### config.mk
export PLATFORM = sky130hd
export DESIGN_NAME = dram_line_xfer
export DESIGN_NICKNAME = d
export VERILOG_FILES = /design/src/rtl/dram_line_xfer.sv
export SDC_FILE = /design/constraint.sdc
export NUM_CORES = 1
export LEC_CHECK = 0
export BUFFER_PORTS_ARGS = -buffer_cell sky130_fd_sc_hd__buf_2
export CAP_MARGIN = 20
export CELL_PAD_IN_SITES_DETAIL_PLACEMENT = 1
export CELL_PAD_IN_SITES_GLOBAL_PLACEMENT = 1
export CORE_MARGIN = 4
export CORE_UTILIZATION = 39
export DETAILED_ROUTE_END_ITERATION = 10
export PLACE_DENSITY = 0.78
export SETUP_SLACK_MARGIN = 0.1
export SYNTH_ARGS = -nofsm -noshare
export SYNTH_HDL_FRONTEND = slang
export SYNTH_SLANG_ARGS = --single-unit
export TNS_END_PERCENT = 5
### constraint.sdc
create_clock -name clk -period 1.9 [get_ports clk]
set_input_delay 0.19 -clock clk [delete_from_list [all_inputs] [get_ports clk]]
set_output_delay 0.19 -clock clk [all_outputs]
set_load 0.02 [all_outputs]
### src/rtl/dram_line_xfer.sv
// dram_line_xfer: splits one 16-byte cache-line fill or writeback into four
// single-word DRAM accesses (banks 0..3 in order). Each access is held while
// the DRAM stalls. Read data is captured at a fixed latency through a small
// tag delay line. A one-cycle response carries the assembled line and a sticky
// error flag.
module dram_line_xfer #(
  parameter int RD_LATENCY = 1
) (
  input  logic         clk,
  input  logic         rst,
  input  logic         req_valid,
  output logic         req_ready,
  input  logic         req_wr,
  input  logic [31:0]  req_addr,
  input  logic [127:0] req_wdata,
  output logic         resp_valid,
  output logic [127:0] resp_rdata,
  output logic         resp_err,
  output logic [31:0]  mem_addr,
  output logic [31:0]  mem_data_in,
  output logic         mem_wr,
  output logic         mem_rd,
  input  logic [31:0]  mem_data_out,
  input  logic         mem_stall,
  input  logic         mem_err
);

  typedef enum logic [1:0] {
    IDLE  = 2'd0,
    ISSUE = 2'd1,
    DRAIN = 2'd2,
    DONE  = 2'd3
  } state_t;

  state_t         state_reg;
  state_t         state_next;

  logic [27:0]    base_reg;      // line address bits [31:4]
  logic           wr_reg;
  logic [127:0]   wdata_reg;
  logic [1:0]     k_reg;         // index of the word currently being issued
  logic           err_reg;       // sticky error over accepted accesses
  logic [127:0]   buf_reg;       // fill capture buffer

  // Read-tag delay line: stage RD_LATENCY-1 lines up with mem_data_out.
  logic [RD_LATENCY-1:0]      dl_valid_reg;
  logic [RD_LATENCY-1:0][1:0] dl_idx_reg;

  logic           req_accept;
  logic           word_accept;
  logic           cap_valid;
  logic [1:0]     cap_idx;

  // Low address bits select a byte within the line and are not needed.
  logic           addr_lsb_unused;
  assign addr_lsb_unused = ^req_addr[3:0];

  assign req_accept  = req_valid & (state_reg == IDLE);
  assign word_accept = (state_reg == ISSUE) & ~mem_stall;
  assign cap_valid   = dl_valid_reg[RD_LATENCY-1];
  assign cap_idx     = dl_idx_reg[RD_LATENCY-1];

  // State register; reset abandons any transfer in flight.
  always_ff @(posedge clk or negedge rst) begin
    if (!rst) begin
      state_reg <= IDLE;
    end else begin
      state_reg <= state_next;
    end
  end

  // Next-state logic and all externally visible outputs.
  always_comb begin
    state_next  = state_reg;
    req_ready   = 1'b0;
    resp_valid  = 1'b0;
    resp_rdata  = '0;
    resp_err    = 1'b0;
    mem_addr    = '0;
    mem_data_in = '0;
    mem_rd      = 1'b0;
    mem_wr      = 1'b0;
    case (state_reg)
      IDLE: begin
        req_ready = 1'b1;
        if (req_valid) begin
          state_next = ISSUE;
        end
      end
      ISSUE: begin
        // Everything here depends only on registered state, so it is
        // naturally stable for as long as the DRAM stalls.
        mem_addr    = {base_reg, k_reg, 2'b00};
        mem_data_in = wdata_reg[{k_reg, 5'b00000} +: 32];
        mem_rd      = ~wr_reg;
        mem_wr      = wr_reg;
        if (!mem_stall && (k_reg == 2'd3)) begin
          state_next = wr_reg ? DONE : DRAIN;
        end
      end
      DRAIN: begin
        if (cap_valid && (cap_idx == 2'd3)) begin
          state_next = DONE;
        end
      end
      DONE: begin
        resp_valid = 1'b1;
        resp_rdata = buf_reg;   // stays zero for writebacks
        resp_err   = err_reg;
        state_next = IDLE;
      end
      default: begin
        state_next = IDLE;
      end
    endcase
  end

  // Request latch, word counter, sticky error and read-data capture.
  always_ff @(posedge clk or negedge rst) begin
    if (!rst) begin
      base_reg  <= '0;
      wr_reg    <= 1'b0;
      wdata_reg <= '0;
      k_reg     <= 2'd0;
      err_reg   <= 1'b0;
      buf_reg   <= '0;
    end else begin
      if (req_accept) begin
        base_reg  <= req_addr[31:4];
        wr_reg    <= req_wr;
        wdata_reg <= req_wdata;
        k_reg     <= 2'd0;
        err_reg   <= 1'b0;
        buf_reg   <= '0;
      end
      if (word_accept) begin
        k_reg   <= k_reg + 2'd1;
        err_reg <= err_reg | mem_err;
      end
      if (cap_valid) begin
        buf_reg[{cap_idx, 5'b00000} +: 32] <= mem_data_out;
      end
    end
  end

  // Tag delay line: a read accepted in cycle c is captured in cycle c+RD_LATENCY,
  // independent of later stalls.
  generate
    for (genvar gi = 0; gi < RD_LATENCY; gi++) begin : g_dl
      if (gi == 0) begin : g_head
        // First stage loads the tag of a read accepted this cycle.
        always_ff @(posedge clk or negedge rst) begin
          if (!rst) begin
            dl_valid_reg[0] <= 1'b0;
            dl_idx_reg[0]   <= 2'd0;
          end else begin
            dl_valid_reg[0] <= word_accept & ~wr_reg;
            dl_idx_reg[0]   <= k_reg;
          end
        end
      end else begin : g_tail
        // Later stages shift the tag one cycle each.
        always_ff @(posedge clk or negedge rst) begin
          if (!rst) begin
            dl_valid_reg[gi] <= 1'b0;
            dl_idx_reg[gi]   <= 2'd0;
          end else begin
            dl_valid_reg[gi] <= dl_valid_reg[gi-1];
            dl_idx_reg[gi]   <= dl_idx_reg[gi-1];
          end
        end
      end
    end
  endgenerate

endmodule
== After elaboration in Yosys (flattened, before gate mapping) ==
Index checks and enable logic that the tools add are counted.

* $add $sub $neg: 2
* Eq/ne operators: 8
* Shift operators: 3
* Multiplexer cells: 20
* Bitwise logic cells: 6
* Reductions and logical operators: 6

{| class="wikitable"
|+ Operator list
! kind !! count
|-
| 128-bit 2-to-1 mux || 3
|-
| 128-bit bitwise mux || 1
|-
| 32-bit by 9-bit variable shift with 128-bit output, first input constant || 1
|-
| 128-bit by 8-bit variable part select with 32-bit output || 1
|-
| 32-bit by 9-bit variable part select with 128-bit output || 1
|-
| 32-bit 2-to-1 mux || 2
|-
| 2-bit 2-to-1 mux || 5
|-
| 7-bit negator with 9-bit output || 1
|-
| 2-bit equality test, second input constant || 4
|-
| 1-bit 2-to-1 mux || 8
|-
| 2-bit case mux with 4 select lines || 1
|-
| 2-bit != test, second input constant || 2
|-
| 1-bit AND || 3
|-
| 3-bit AND reduction || 1
|-
| 2-bit by 1-bit adder with 2-bit output, second input constant || 1
|-
| 2-bit by 1-bit equality test with 1-bit output, second input constant || 1
|-
| 1-bit logical AND || 2
|-
| 2-bit logical NOT || 1
|-
| 2-bit by 1-bit != test with 1-bit output, second input constant || 1
|-
| 1-bit NOT || 2
|-
| 2-bit nonzero test || 1
|-
| 1-bit logical NOT || 1
|-
| 1-bit bitwise OR || 1
|}

* Register bits after elaboration: 293
* Input bits: 198
* Output and inout port bits: 197

== Depth between registers and ports, before layout ==
Gate-level depths: netlist (run 1).

* Depth in word-level cells: 5
* Gate-level depth with buffers: 8
* Gate-level depth less buffers: 6

== Worst setup path before layout (run 1) ==
No wires, ideal clock.

* Path type: reg-to-reg
* Start point: reg state_reg[0]
* End point: reg buf_reg[96]
* Arrival time: 1.668 ns
* Path slack: 0.121 ns
* Cell stages (with the launch flop): 9
* Path buffers: 2
* Cell sequence: dfrtp_1 > inv_1 > ha_1 > and2_1 > buf_2 > a21oi_1 > buf_2 > nand2_1 > o41ai_1

* Cells in the longest elaborated chain, start to end: 5

{| class="wikitable"
|+ RTL lines
! what !! RTL line !! text
|-
| start, declared || 35 || <nowiki>state_t state_reg;</nowiki>
|-
| start signal, assigned || 68 || <nowiki>state_reg <= state_next;</nowiki>
|-
| 2-bit logical NOT (*) || 58 || <nowiki>assign req_accept = req_valid & (state_reg == IDLE);</nowiki>
|-
| 1-bit AND (*) || 58 ||
|-
| 128-bit 2-to-1 mux (*) || 128 || <nowiki>if (req_accept) begin</nowiki>
|-
| 128-bit bitwise mux || 141 || <nowiki>buf_reg[{cap_idx, 5'b00000} +: 32] <= mem_data_out;</nowiki>
|-
| 128-bit 2-to-1 mux (*) || 140 || <nowiki>if (cap_valid) begin</nowiki>
|-
| end signal, assigned by index || 141 ||
|-
| end, declared || 43 || <nowiki>logic [127:0] buf_reg;</nowiki>
|}

Mark *: on every way between the ends. The rest lies on a longest branch, timed or not.
A chain may end at the register's enable or synchronous reset.

== Worst setup path after layout (run 1) ==
* Start point: reg k_reg[0]
* End point: out mem_data_in[17]

* Cells in the longest elaborated chain, start to end: 2

{| class="wikitable"
|+ RTL lines
! what !! RTL line !! text
|-
| start, declared || 41 || <nowiki>logic [1:0] k_reg;</nowiki>
|-
| start signal, assigned || 137 || <nowiki>k_reg <= k_reg + 2'd1;</nowiki>
|-
| 128-bit by 8-bit variable part select with 32-bit output || 94 || <nowiki>mem_data_in = wdata_reg[{k_reg, 5'b00000} +: 32];</nowiki>
|-
| 32-bit 2-to-1 mux || 83 || <nowiki>case (state_reg)</nowiki>
|-
| end, declared || 20 || <nowiki>output logic [31:0] mem_data_in,</nowiki>
|}

No other way between the ends.

==> results of run 1 <==
[synth_stat cells]
| cell type | number |
|---|---|
| buf_2 | 34 |
| clkbuf_1 | 48 |
| nand2_2 | 1 |
| nor3_1 | 1 |
| o41ai_1 | 1 |
| mux4_2 | 32 |
| conb_1 | 1 |
| nand2_1 | 480 |
| mux2i_1 | 1 |
| nor4_2 | 1 |
| nor2_1 | 5 |
| a31oi_1 | 1 |
| nor2b_1 | 3 |
| buf_1 | 4 |
| a222oi_1 | 1 |
| ha_1 | 11 |
| a22o_1 | 126 |
| o22a_1 | 1 |
| inv_1 | 6 |
| nand2b_1 | 2 |
| and2_1 | 192 |
| a21oi_1 | 5 |
| nand4_1 | 1 |
| o21ai_0 | 3 |
| nand4b_1 | 2 |
| dfrtp_1 | 293 |
| buf_4 | 5 |
[final cells by class]
class	count	area, um^2
inverters	6	25.0
clock inverters	16	196
multi-input cells	872	5450
well taps	442	553
clock buffers	41	903
repair buffers	642	5740
fillers	3437	12400
flip-flops and latches	293	7340
diodes	11	27.5
[worst max path at each step]
stage	startpoint	end	slack, ns	cells past startpoint
floorplan	state_reg[0]	buf_reg[96]	0.12	8
global placement	state_reg[1]	mem_rd	0.18	5
detailed placement	cap_idx[1]	buf_reg[82]	0.13	6
CTS	k_reg[0]	mem_data_in[17]	-0.40	6
global route	k_reg[0]	mem_data_in[17]	-0.50	6
finish	k_reg[0]	mem_data_in[17]	-0.45	6
[placed cells by master, fill, tap and decap left out, types with 2 or more instances in the layout]
cell           instances
nand2_1              470
dfrtp_1              289
buf_2                198
dlygate4sd3_1        192
a22o_1               126
and2_1               124
buf_6                107
buf_4                104
and2_4                68
clkbuf_16             33
mux4_2                32
buf_12                32
diode_2               11
nand2_2               10
clkbuf_8               9
ha_1                   7
clkinv_2               7
inv_1                  4
a21oi_2                4
bufinv_16              4
buf_16                 4
dfrtp_2                4
o21ai_0                3
nor2_1                 3
ha_4                   3
buf_8                  3
nand2b_1               2
nand4b_1               2
nor2_2                 2
conb_1                 2
clkinvlp_4             2
clkinv_4               2
[power by group through the flow]
stage | Clock (mW) | Combinational (mW) | Sequential (mW)
2_1_floorplan | 0 | 5.61 | 8.83
3_3_place_gp | 0 | 8.49 | 9.14
3_5_place_dp | 0 | 8.78 | 9.28
4_1_cts | 6.58 | 10.7 | 9.25
5_1_grt | 7.01 | 13.2 | 9.87
6_report | 6.67 | 12.6 | 9.79
[layer usage]
| layer | global-route usage (%) | part of all wire [%] |
|---|---|---|
| met5 | 0 | 0 |
| met4 | 13.9 | 6.2 |
| met3 | 6.68 | 7.8 |
| met2 | 55.2 | 51 |
| met1 | 36.9 | 35 |
[stage by stage]
step                hold WS, ns  setup TNS, ns  power, mW  utilization (%)  setup slack [ns]
global route              0.156         -51.86       30.1             62.0            -0.495
detailed placement        0.112              0       18.1             48.5             0.132
floorplan                -0.106              0       14.4                -             0.121
global placement         0.0980              0       17.6             48.5             0.179
CTS                       0.122         -34.92       26.5             60.7            -0.402
finish                    0.151         -37.43       29.0             62.0            -0.447
[timing repair]
action | 4_1_cts | 5_1_grt
endpoints found under the hold margin | 526 | 0
pin swaps | 22 | 25
resized for setup | 285 | 117
hold buffers | 192 | 0
endpoints found under the setup margin | 194 | 482
cloned | 3 | 1
setup buffers | 6 | 5
[logic make-up after synthesis]
| logic type | count (synthesis) | synth area share [%] |
|---|---|---|
| buffers and inverters | 97 | 3.30 |
| AND/OR/NAND/NOR | 688 | 24.0 |
| multiplexers | 33 | 5.66 |
| other | 1 | 0.0291 |
| flip-flops | 293 | 56.8 |
| AO/OA/AOI/OAI | 138 | 9.12 |
| adder cells (fa/ha/maj) | 11 | 1.07 |
==> run metrics, run 1 <==
overflow left after global routing 0; antenna violations before repair 8; achievable frequency 426 MHz; Post-Synthesis Cell Area 0.0129 mm^2; Crit path buffers/inverters 4; Worst Path Required 1.71 ns; Comb power frac 43.3%; share of cells above drive strength 1 34.1%; Worst-Skew Late Latency 0.56 ns; Worst Reg-to-Reg Cells 10; Leak 10.4 nW; Slew Limit Fails 0; Final Skew 0.0141 ns; r2r setup slk -0.10 ns; MaxCap Viol Count 0; switching pwr 11.4 mW; antenna-violating nets left 0; critical-path maximum fanout 6; first-pass GRT wire length 88,700 um; final hold vios 0; First-pass DRT Iterations 5; Net Sw Frac 39.3%; worst hold path type primary input to async pin; CP Data Arrival Time 2.16 ns; Total Wirelength 63,600 um; initial core utilization 39.6%; IO buf count 388; Seq/Total Area, Yosys 56.8%; CP max stage cell mux4_2; final setup fails 196; DR vias/cell 5.68; worst r2r dst state_reg[0]; Mean Syn Cell Area 10.2 um^2; drt wl/cell 27.4 um; status finished, violations left; Residual DRC 0; pin count of the biggest net entering global routing 73; Max clock buf depth 3; Top delay family on crit path multiplexers; row cnt 66; Flop pwr share 33.7%; share of the synthesized area in the top cell type 56.8%; H-tree Lvls 1; number of global-route vias before repair 14,400; all-layer global routing usage 31.3%; post-synth cell types 27; dpl cell area 0.0158 mm^2; top cells by area, synth dfrtp_1, nand2_1, and2_1, a22o_1, mux4_2; number of buffers created by CTS 31; min Tclk post-route 2.35 ns; Sink Count 293; Die Span Y 190 um; fin nets 2,055; Core Region 0.0326 mm^2; R2R Path Start k_reg[0]; Finished Layout Cells 2,323; vias after detailed routing 13,200; PD cells 1440 mW/mm^2; Mapped Cells 1,261; CTS tree yes; placed insts 2,048; CP endpoint kind output pin; synth warn 0; clock-pin slew on the worst setup and hold paths 0.07 ns; max incr delay on CP 0.54 ns; CP Cell Sequence buf_6 -> buf_12 -> buf_12 -> mux4_2 -> and2_4 -> buf_6; Yosys top cell by area dfrtp_1; routability cong. 0.827; I/O pins 395; internal power 17.6 mW; Clk Tree Root Cell clkbuf_16; fin area 0.0202 mm^2; RSZ-0062 raised after global routing true; Peak supply drop 0.780 mV; PnR worst setup slack -0.447 ns; startpoint types flip-flop; Detailed Place HPWL 29,700 um; kind of critical path flip-flop to output pin; Die ar. 0.0361 mm^2; Area Overhead vs Synth 56.8%; post-route clock period utilization 124%; 1st-iter DRT viols 1,238; Clock Power Share 23.0%; Die X 190 um; number of synthesized register bits 293; failing checks negative setup slack
No activity file was read; power rests on OpenSTA's default activity.
==> inputs of run 2 (changes only) <==
==> constraint.sdc (replaced) <==
create_clock -name clk -period 1.9 [get_ports clk]
set_input_delay 0.19 -clock clk [delete_from_list [all_inputs] [get_ports clk]]
set_output_delay 0.19 -clock clk [all_outputs]
set_load 0.1 [all_outputs]
==> run 2 against run 1 <==
  * The run still ends with negative setup slack left
  * Cell count is 0.60% lower
  * Utilization is 6.4 points higher
  * Maximum frequency is 0.70% lower
  * Worst setup slack worse by 0.017 ns
  * Clock-buffer cell count is 10 higher
  * Combinational power is 44% higher
  * Via count is 1.8% higher
  * Final area is 10% higher
  * Register-to-register slack better by 0.08 ns
  * Die area stayed put
  * Hold slack worse by 0.12 ns
  * Global-route usage is 5.4 points higher
==> run metrics, run 2 (synthesized netlist as in run 1, its figures left out) <==
status finished, violations left; failing checks negative setup slack; max incr delay on CP 0.56 ns; Die ar. 0.0361 mm^2; startpoint types flip-flop; First-pass DRT Iterations 5; achievable frequency 423 MHz; met1 WL 25,400 um; Residual DRC 0; fin area 0.0223 mm^2; dpl cell area 0.0189 mm^2; CP endpoint kind output pin; antenna violations before repair 6; Sink Count 293; Total Wirelength 71,800 um; CP max stage cell mux4_2; Leak 10.9 nW; top sig layer met4; drt wl/cell 31.1 um; slew margin rel. 66.5%; RSZ-0062 raised after global routing true; PnR worst setup slack -0.464 ns; Slew @ Worst Pin 0.502 ns; clock-pin slew on the worst setup and hold paths 0.06 ns; overflow left after global routing 0; Die X 190 um; met3 wire len 6030 um; kind of critical path flip-flop to output pin; antenna-violating nets left 0; Worst-Skew Late Latency 0.51 ns; area of the multi-input gates 0.00565 mm^2; H-tree Lvls 2; PD cells 1560 mW/mm^2; most frequent cells in the layout nand2_1, dfrtp_1, buf_12, buf_2, dlygate4sd3_1; Peak supply drop 1.37 mV; worst hold path type primary input to flip-flop; CP Data Arrival Time 2.17 ns; MaxCap Viol Count 0; Max clock buf depth 3; row cnt 66; Slew Limit Fails 0; cell mode on critical path buf_12; Top delay family on crit path multiplexers; final setup fails 202; CTS tree yes; Finished Layout Cells 2,309; number of global-route vias before repair 14,900; Net Sw Frac 46.3%; Fillers 3,164; Crit path buffers/inverters 4; commonest non-fill, non-tap cell in the layout nand2_1; Worst Path Required 1.71 ns; Flop pwr share 28.6%; all-layer global routing usage 36.8%; Comb power frac 52.2%; I/O pins 395; Die Span Y 190 um; Detailed Place HPWL 33,000 um; final hold vios 0; IO buf count 388; internal power 18.8 mW; min Tclk post-route 2.36 ns; Clk Tree Root Cell clkbuf_16; fin nets 2,044; vias after detailed routing 13,400; first-pass GRT wire length 101,000 um; met2 WL 35,600 um; critical-path maximum fanout 4; DR vias/cell 5.82; Clock Power Share 19.1%; post-route clock period utilization 124%; Core Region 0.0326 mm^2; Final Skew 0.0239 ns; number of buffers created by CTS 34; switching pwr 16.2 mW; Power Total 34.9 mW; Sequential Area 0.00734 mm^2; pin count of the biggest net entering global routing 62; 1st-iter DRT viols 1,253; share of cells above drive strength 1 40.0%; CP Cell Sequence buf_6 -> buf_12 -> buf_16 -> mux4_2 -> and2_4 -> buf_12; Area Overhead vs Synth 73.0%; routability cong. 0.852; initial core utilization 39.6%; placed insts 2,043
run 2: what timing repair did:
item | CTS | global route
gates cloned | 3 | 3
setup endpoints to repair | 231 | 472
resized for setup | 50 | 73
hold buffers | 185 | 0
pin swaps | 22 | 47
endpoints found under the hold margin | 286 | 0
buffers inserted | 5 | 3
run 2: final timing paths:
path	start	endpoint	slack [ns]	cells past startpoint
max	k_reg[0]	mem_data_in[10]	-0.46	6
min	mem_data_out[23]	buf_reg[87]	0.03	2
max reg2reg	state_reg[1]	wdata_reg[107]	-0.02	8
min reg2reg	buf_reg[38]	buf_reg[38]	0.49	1
max in group asynchronous	rst	base_reg[12]	0.91	3
min in group asynchronous	rst	buf_reg[13]	0.22	2
run 2: metal layers:
metal	global-route usage [%]	vias up
li1	-	5275
met1	42.9	6868
met2	64.8	981
met3	8.40	311
met4	16.4	0
met5	0	-
run 2: stage by stage:
stage                     worst slack (ns)  setup TNS (ns)  hold WS [ns]  util (%)
final                               -0.464          -47.33        0.0337      68.5
after global routing                -0.499          -57.59       0.00680      68.4
after CTS                           -0.388          -41.02       0.00267      67.6
after detailed placement            0.0670               0         0.155      57.8
after global placement               0.122               0         0.152      57.8
after floorplan                     -0.181          -32.73        -0.106         -
run 2: layout make-up:
cell class | instances | share of cell area [%]
repair buffers | 628 | 34.3
inverters | 6 | 0.112
clock inverters | 8 | 0.190
flip-flops and latches | 293 | 32.8
multi-input cells | 872 | 25.3
well taps | 442 | 2.48
clock buffers | 51 | 4.69
diodes | 9 | 0.101
run 2: power groups by stage:
stage	combinational (mW)	clock (mW)	sequential, mW
final	18.2	6.68	10.0
after global routing	18.8	7.00	10.0
after CTS	16.2	6.53	9.29
after detailed placement	14.9	0	9.32
after global placement	14.5	0	9.14
after floorplan	9.59	0	8.85
==> inputs of run 3 (changes only) <==
Settings changed: SETUP_SLACK_MARGIN 0.1 to 0.3.
==> run 3 against run 2 <==
  * The run still ends with negative setup slack left
  * Utilization grew 0.28 points
  * Via count shrank 2.2%
  * Clock-buffer cell count shrank 3
  * Power shrank 2.3%
  * Cell count grew 0.35%
  * Critical path type unchanged
  * Critical endpoint unchanged
  * Largest power group unchanged
==> run metrics, run 3 (synthesized netlist as in run 1, its figures left out) <==
Sink Count 293; achievable frequency 417 MHz; kind of critical path flip-flop to output pin; commonest non-fill, non-tap cell in the layout nand2_1; row cnt 66; Die X 190 um; final hold vios 0; critical-path maximum fanout 5; Leak 10.9 nW; H-tree Lvls 1; antenna violations before repair 9; I/O pins 395; CP endpoint kind output pin; Top delay family on crit path buffers and inverters; Total Wirelength 71,000 um; final setup fails 228; Area Overhead vs Synth 73.7%; top sig layer met5; fin nets 2,050; Die ar. 0.0361 mm^2; First-pass DRT Iterations 6; number of buffers created by CTS 31; slew margin rel. 24.2%; initial core utilization 39.6%; Max clock buf depth 3; number of global-route vias before repair 15,100; Worst Path Required 1.71 ns; Final Skew 0.0401 ns; DR vias/cell 5.67; met2 WL 37,100 um; r2r setup slk -0.22 ns; Worst Reg-to-Reg Cells 5; failing checks negative setup slack; min Tclk post-route 2.40 ns; Sequential Area 0.00733 mm^2; Fillers 3,182; Peak supply drop 1.01 mV; Residual DRC 0; routability cong. 0.828; Power Total 34.1 mW; PnR worst setup slack -0.495 ns; max incr delay on CP 0.53 ns; Core Region 0.0326 mm^2; CP Cell Sequence buf_4 -> buf_6 -> buf_16 -> mux4_2 -> and2_4 -> buf_12; worst r2r dst buf_reg[23]; CTS tree yes; startpoint types flip-flop; status finished, violations left; Slew Limit Fails 0; met1 WL 24,200 um; 1st-iter DRT viols 970; all-layer global routing usage 36.8%; drt wl/cell 30.7 um; most frequent cells in the layout nand2_1, dfrtp_1, buf_12, dlygate4sd3_1, buf_2; Worst-Skew Late Latency 0.58 ns; Crit path buffers/inverters 4; MaxCap Viol Count 0; placed insts 2,046; area of the multi-input gates 0.00571 mm^2; share of cells above drive strength 1 40.1%; R2R Path Start state_reg[0]; CP Data Arrival Time 2.21 ns; RSZ-0062 raised after global routing true; vias after detailed routing 13,100; clock-pin slew on the worst setup and hold paths 0.07 ns; pin count of the biggest net entering global routing 98; worst hold path type primary input to async pin; Slew @ Worst Pin 1.14 ns; PD cells 1520 mW/mm^2; met3 wire len 5600 um; CP max stage cell mux4_2; Die Span Y 190 um; overflow left after global routing 0; Finished Layout Cells 2,317; IO buf count 388; first-pass GRT wire length 101,000 um; Detailed Place HPWL 33,900 um; antenna-violating nets left 0; post-route clock period utilization 126%; Clk Tree Root Cell clkbuf_16
run 3: cell count changes in the layout (fill, tap and decap cells not counted), sizes merged:
| cell | before | now |
|---|---|---|
| buf | 439 | 444 |
| bufinv | 0 | 5 |
| clkbuf | 55 | 49 |
| clkinv | 7 | 1 |
| clkinvlp | 1 | 2 |
| diode | 9 | 11 |
| dlygate4sd3 | 185 | 192 |
run 3: through the flow:
step           util [%]  setup TNS [ns]  cell area (um^2)  setup WS [ns]  hold WS, ns
3_5_place_dp       57.0          -0.951             18600        -0.0521        0.145
3_3_place_gp       57.0               0             18600         0.0397        0.145
6_report           68.7          -61.79             22400         -0.495        0.185
4_1_cts            68.2          -49.62             22200         -0.500        0.132
5_1_grt            68.7          -70.32             22400         -0.543        0.198
2_1_floorplan         -          -0.885             13200        -0.0653       -0.106
run 3: where the power goes:
| group | switching (mW) | internal (mW) | total (mW) |
|---|---|---|---|
| Combinational | 10.9 | 6.76 | 17.6 |
| Clock | 2.88 | 3.95 | 6.84 |
| Sequential | 1.56 | 8.11 | 9.66 |
run 3: worst max path at each step:
stage | start | end | slack (ns) | cells after the start
finish | k_reg[0] | mem_data_in[10] | -0.50 | 6
global route | k_reg[0] | mem_data_in[15] | -0.54 | 6
CTS | k_reg[0] | mem_data_in[7] | -0.50 | 5
detailed placement | state_reg[0] | buf_reg[15] | -0.05 | 5
global placement | state_reg[1] | buf_reg[26] | 0.04 | 5
floorplan | state_reg[1] | mem_addr[31] | -0.07 | 4
run 3: worst reg2reg max path: stages (launching register included):
cell and delay, ns:
dfrtp_1 0.40, inv_1 0.11, ha_4 0.18, and2_4 0.17
a21oi_4 0.84, a22o_1 0.38
run 3: routing by layer:
metal	vias to the layer above	track usage [%]
li1	5291	-
met4	4	17.1
met1	6741	40.8
met5	-	0
met2	847	66.9
met3	258	8.59
run 3: layout make-up:
class	count	share of cell area (%)
antenna	11	0.123
clock buffer	48	4.06
clock inverter	8	0.759
inverter	6	0.100
multi-input combinational	872	25.5
sequential	293	32.7
tap	442	2.47
timing repair buffer	637	34.3
run 3: repair_timing:
| item | 4_1_cts | 5_1_grt |
|---|---|---|
| cloned | 2 | 0 |
| setup buffers | 7 | 3 |
| resized for setup | 166 | 47 |
| hold buffers | 192 | 0 |
| endpoints found under the hold margin | 444 | 0 |
| pin swaps | 123 | 96 |
| setup endpoints to repair | 466 | 480 |
